===== config.mk =====
export PLATFORM = sky130hd
export DESIGN_NAME = gpr_wr_arb
export DESIGN_NICKNAME = d
export VERILOG_FILES = /design/src/rtl/gpr_wr_arb.sv
export SDC_FILE = /design/constraint.sdc
export NUM_CORES = 1
export LEC_CHECK = 0
export BUFFER_PORTS_ARGS = -buffer_cell sky130_fd_sc_hd__buf_4
export CAP_MARGIN = 20
export CELL_PAD_IN_SITES_DETAIL_PLACEMENT = 1
export CELL_PAD_IN_SITES_GLOBAL_PLACEMENT = 1
export CORE_ASPECT_RATIO = 2
export CORE_UTILIZATION = 31
export CTS_BUF_LIST = sky130_fd_sc_hd__clkbuf_16
export CTS_CLUSTER_SIZE = 14
export DETAILED_ROUTE_END_ITERATION = 10
export GPL_TIMING_DRIVEN = 0
export MAX_ROUTING_LAYER = met4
export PLACE_DENSITY_LB_ADDON = 0.1
export SLEW_MARGIN = 25
export SYNTH_ARGS = -nofsm -noshare
export SYNTH_HDL_FRONTEND = slang
export SYNTH_SLANG_ARGS = --single-unit

===== constraint.sdc =====
create_clock -name clk -period 2.9 [get_ports clk]
set_clock_uncertainty 0.15 [all_clocks]
set_input_delay 0.58 -clock clk [delete_from_list [all_inputs] [get_ports clk]]
set_output_delay 0.58 -clock clk [all_outputs]
set_load 0.02 [all_outputs]

===== src/rtl/gpr_wr_arb.sv =====
// gpr_wr_arb: single GPR write-port arbiter (mem > ex > dbg, dbg anti-starvation) with sequenced clear
//   clk, reset (sync, active-low)
//   {mem,ex,dbg}_req/addr/data in, {mem,ex,dbg}_ack out (combinational grant)
//   clr_start in; busy, clr_done out (registered)
//   gpr_we_ (active-low), gpr_wr_addr, gpr_wr_data out (registered, drive the register file)
module gpr_wr_arb #(
  parameter int REG_NUM      = 32,
  parameter int ADDR_W       = 5,
  parameter int DATA_W       = 32,
  parameter int STARVE_MAX   = 8,
  parameter bit CLR_ON_RESET = 1'b1
) (
  input  logic              clk,
  input  logic              reset,
  input  logic              mem_req,
  input  logic [ADDR_W-1:0] mem_addr,
  input  logic [DATA_W-1:0] mem_data,
  output logic              mem_ack,
  input  logic              ex_req,
  input  logic [ADDR_W-1:0] ex_addr,
  input  logic [DATA_W-1:0] ex_data,
  output logic              ex_ack,
  input  logic              dbg_req,
  input  logic [ADDR_W-1:0] dbg_addr,
  input  logic [DATA_W-1:0] dbg_data,
  output logic              dbg_ack,
  input  logic              clr_start,
  output logic              busy,
  output logic              clr_done,
  output logic              gpr_we_,
  output logic [ADDR_W-1:0] gpr_wr_addr,
  output logic [DATA_W-1:0] gpr_wr_data
);
  localparam int SW = $clog2(STARVE_MAX + 1);
  typedef enum logic {IDLE, CLEAR} state_t;
  state_t r_state, w_state_nx;
  logic [ADDR_W-1:0] r_clr_idx;
  logic [SW-1:0] r_starve;
  logic r_pend;
  logic w_en, w_ovr, w_last, w_grant;
  logic [ADDR_W-1:0] w_addr;
  logic [DATA_W-1:0] w_data;
  // busy lags the state by one cycle, so both gate the acks: the cycle entering CLEAR
  // and the cycle presenting the last clear write grant nothing.
  // r_pend marks the first cycle out of reset when an automatic clear is about to start.
  always_comb begin
    w_last     = r_clr_idx == ADDR_W'(REG_NUM - 1);
    w_en       = reset && r_state == IDLE && !busy && !clr_start && !r_pend;
    w_ovr      = dbg_req && r_starve == SW'(STARVE_MAX);
    mem_ack    = w_en && mem_req && !w_ovr;
    ex_ack     = w_en && ex_req && !mem_req && !w_ovr;
    dbg_ack    = w_en && dbg_req && (w_ovr || (!mem_req && !ex_req));
    w_grant    = mem_ack || ex_ack || dbg_ack;
    w_addr     = mem_ack ? mem_addr : ex_ack ? ex_addr : dbg_addr;
    w_data     = mem_ack ? mem_data : ex_ack ? ex_data : dbg_data;
    w_state_nx = r_state == CLEAR ? (w_last ? IDLE : CLEAR)
               : ((clr_start && !busy) || r_pend) ? CLEAR : IDLE;
  end
  always_ff @(posedge clk) begin
    if (!reset) begin
      r_state     <= IDLE;
      r_clr_idx   <= '0;
      r_starve    <= '0;
      r_pend      <= CLR_ON_RESET;
      busy        <= 1'b0;
      clr_done    <= 1'b0;
      gpr_we_     <= 1'b1;
      gpr_wr_addr <= '0;
      gpr_wr_data <= '0;
    end else begin
      r_state <= w_state_nx;
      r_pend  <= 1'b0;
      if (r_state == CLEAR) begin
        gpr_we_     <= 1'b0;
        gpr_wr_addr <= r_clr_idx;
        gpr_wr_data <= '0;
        busy        <= 1'b1;
        clr_done    <= w_last;
        r_clr_idx   <= w_last ? '0 : r_clr_idx + 1'b1;
      end else begin
        gpr_we_  <= !w_grant;
        busy     <= 1'b0;
        clr_done <= 1'b0;
        if (w_grant) begin
          gpr_wr_addr <= w_addr;
          gpr_wr_data <= w_data;
        end
        if (!busy)
          r_starve <= (!dbg_req || dbg_ack) ? '0
                    : (r_starve == SW'(STARVE_MAX)) ? r_starve : r_starve + 1'b1;
      end
    end
  end
endmodule


==> impl_metrics.env <==
export IMPL_clk_latency_ns=0.29
export IMPL_cellInternalPower_w=0.00122
export IMPL_worstSetupPathType="in2out"
export IMPL_synth_fa_ha_area_frac=0.0207
export IMPL_fin_nets=550
export IMPL_yosys_top_cells_area="dfxtp_1, a222oi_1, o21ai_0"
export IMPL_synth_compound_area_share=0.352
export IMPL_max_slew_margin_rel=0.649
export IMPL_pwr_share_clk=0.357
export IMPL_grt_pass1_vias=3002
export IMPL_ys_top_cells_by_count="dfxtp_1, o21ai_0, a21oi_1, a222oi_1, nor2_1"
export IMPL_power_leakage_nw=1.78
export IMPL_worstHoldEndpoint="r_starve[0]"
export IMPL_yosysMostFrequentCell="dfxtp_1"
export IMPL_period_share=0.870
export IMPL_critPathCaptureType="primary output"
export IMPL_tns_ns=0
export IMPL_die_w_um=64.5
export IMPL_area_delta_synth_final_pct=59.8
export IMPL_io_pin_count=160
export IMPL_swShare=0.260
export IMPL_syn_cell_area_um2=2420
export IMPL_antenna_found_initial=0
export IMPL_required_ns=2.17
export IMPL_cts_root_buf="clkbuf_16"
export IMPL_grt_busiest_layer="met2"
export IMPL_cp_arrival_ns=1.79
export IMPL_ys_flop_type="dfxtp_1"
export IMPL_grt_use_met1=0.218
export IMPL_slew_violations=0
export IMPL_postSynthCellCount=264
export IMPL_cts_tree="done"
export IMPL_grtUsageTotal=0.233
export IMPL_globalplace_congestion=0.778
export IMPL_postSynth_asyncResetShare=0
export IMPL_routed_wirelength_mm=9.28
export IMPL_grt_overflow_total=0
export IMPL_seq_area_frac_synth=0.421
export IMPL_syn_nets=385
export IMPL_worst_r2r_path_depth=8
export IMPL_tightest_slew_ns=0.526
export IMPL_synth_seq_cells=51
export IMPL_core_area_um2=7600
export IMPL_reg2reg_to="gpr_wr_data[5]"
export IMPL_grt_max_degree=17
export IMPL_layoutNonFillerInstCount=524
export IMPL_status="completed"
export IMPL_p_comb_frac=0.199
export IMPL_use_met2=0.461
export IMPL_cp_max_fo=10
export IMPL_synth_simple_gate_area_frac=0.0992
export IMPL_worstSetupStartpointType="input pin"
export IMPL_utilization=0.509
export IMPL_met3_usage=0.0339
export IMPL_cts_sinks=51
export IMPL_dp_hpwl_mm=7.32
export IMPL_post_cts_setup_buffer_count=0
export IMPL_vias=2879
export IMPL_die_h_um=127
export IMPL_clk_pin_slew_ns=0.07
export IMPL_ys_types=36
export IMPL_synthMuxAreaShare=0.0331
export IMPL_r2r_slack_ns=0.79
export IMPL_synth_edf_count=0
export IMPL_setup_viol=0
export IMPL_synth_largest_area_cell="dfxtp_1"
export IMPL_cts_resized=0
export IMPL_dp_slack_ns=0.354
export IMPL_drc=0
export IMPL_clk_path_buf_depth=2
export IMPL_syn_avg_cell_area_um2=9.18
export IMPL_p_per_area_nw_per_um2=426
export IMPL_grt_pass1_wl_mm=14.5
export IMPL_ir_worst_vdd_mv=0.350
export IMPL_fin_crit_ns=2.52
export IMPL_cts_max_level=2
export IMPL_drive_above_1_share=0.430
export IMPL_cts_buffers=5
export IMPL_hold_path_class="reg2reg"
export IMPL_p_sw_w=0.000429
export IMPL_min_path_cells=2
export IMPL_fmax_ghz=0.396
export IMPL_dp_cells=516
export IMPL_dr_first_iter_drc_count=139
export IMPL_synth_top_family_by_area="compound AO/OA/AOI/OAI gates"
export IMPL_hold_buffers=0
export IMPL_ant_nets=0
export IMPL_synth_xor_area_frac=0
export IMPL_drtPass1Iterations=5
export IMPL_hold_ws_ns=0.377
export IMPL_synth_top_area_frac=0.421
export IMPL_hp_start="r_starve[0]"
export IMPL_rsz0062_at_grt="false"
export IMPL_routedWlPerCell_um=17.7
export IMPL_dieArea_um2=8190
export IMPL_p_seq_frac=0.445
export IMPL_n_antenna_cell=0
export IMPL_start_util=0.319
export IMPL_yosys_warnings=0
export IMPL_maxCapViolCount=0
export IMPL_final_setup_worst_slack_ns=0.376
export IMPL_drt_vias_per_instance=5.49
export IMPL_hold_viol_final=0
export IMPL_rows=45
export IMPL_io_buffers=158
export IMPL_r2r_start="r_starve[0]"
-- per-layer routing --
metal | share of wire | wire, um
met3 | 0.050 | 461
met5 | 0 | 0
met4 | 0.021 | 196
met1 | 0.36 | 3360
met2 | 0.57 | 5260
-- logic make-up after synthesis --
logic type | Yosys count
buf+inv | 30
fa+ha+maj | 4
compound gates | 129
simple gates | 42
mux | 8
flops | 51
-- cells in the final DEF (no fill, tap or decap), types with 2 or more instances in the layout --
cell type / count
and2_1: 2
a222oi_1: 32
a21oi_1: 36
nor2_1: 13
clkbuf_1: 8
nand2_1: 7
inv_1: 4
nor3b_1: 3
buf_6: 2
clkinvlp_4: 2
o22ai_1: 6
ha_1: 4
clkbuf_16: 5
and3_1: 3
mux2i_1: 8
buf_8: 3
buf_1: 2
dfxtp_1: 51
nand3_1: 3
buf_4: 159
o32ai_1: 6
nor3_1: 2
o21ai_0: 43
and2b_1: 2
buf_2: 10
-- final cells by class --
type	instances	area, um2
fill	963	3730
multi-input combinational	183	1220
timing repair buffer	158	1190
sequential	51	1020
buffer	26	163
clock buffer	5	125
tap	94	118
clock inverter	3	20.0
inverter	4	15.0
-- state kept, by name (all words and copies together) (netlist names) --
name and cells:
clr_done 1, r_starve 4, r_pend 1, r_clr_idx 5, busy 1, gpr_we_ 1
gpr_wr_data 32, gpr_wr_addr 5, r_state 1
-- how the worst max path moves through the flow --
stage	startpoint	end	slack (ns)	cells past startpoint
floorplan	reset	ex_ack	0.63	5
global route	reset	mem_ack	0.25	6
global placement	reset	mem_ack	0.36	6
finish	reset	ex_ack	0.38	6
detailed placement	reset	ex_ack	0.35	6
CTS	reset	ex_ack	0.34	6
-- through the flow --
stage	total power [W]	area (um2)
4_1_cts	0.00167	3870
6_report	0.00165	3870
3_5_place_dp	0.00108	3730
5_1_grt	0.00172	3870
2_1_floorplan	0.000890	2420
3_3_place_gp	0.00107	3730
-- critical path, cell delays in order --
cell and delay, ns:
buf_4 0.14, and2b_1 0.28, buf_1 0.38, nand2_1 0.13
nor2_1 0.13, buf_4 0.15
-- power groups by stage --
stage / Combinational, W / Sequential, W / Clock (W)
6_report: 0.000327 / 0.000733 / 0.000588
3_3_place_gp: 0.000322 / 0.000748 / 0
5_1_grt: 0.000352 / 0.000735 / 0.000630
3_5_place_dp: 0.000329 / 0.000749 / 0
2_1_floorplan: 0.000128 / 0.000762 / 0
4_1_cts: 0.000330 / 0.000733 / 0.000603
No activity file was read; power rests on OpenSTA's default activity.
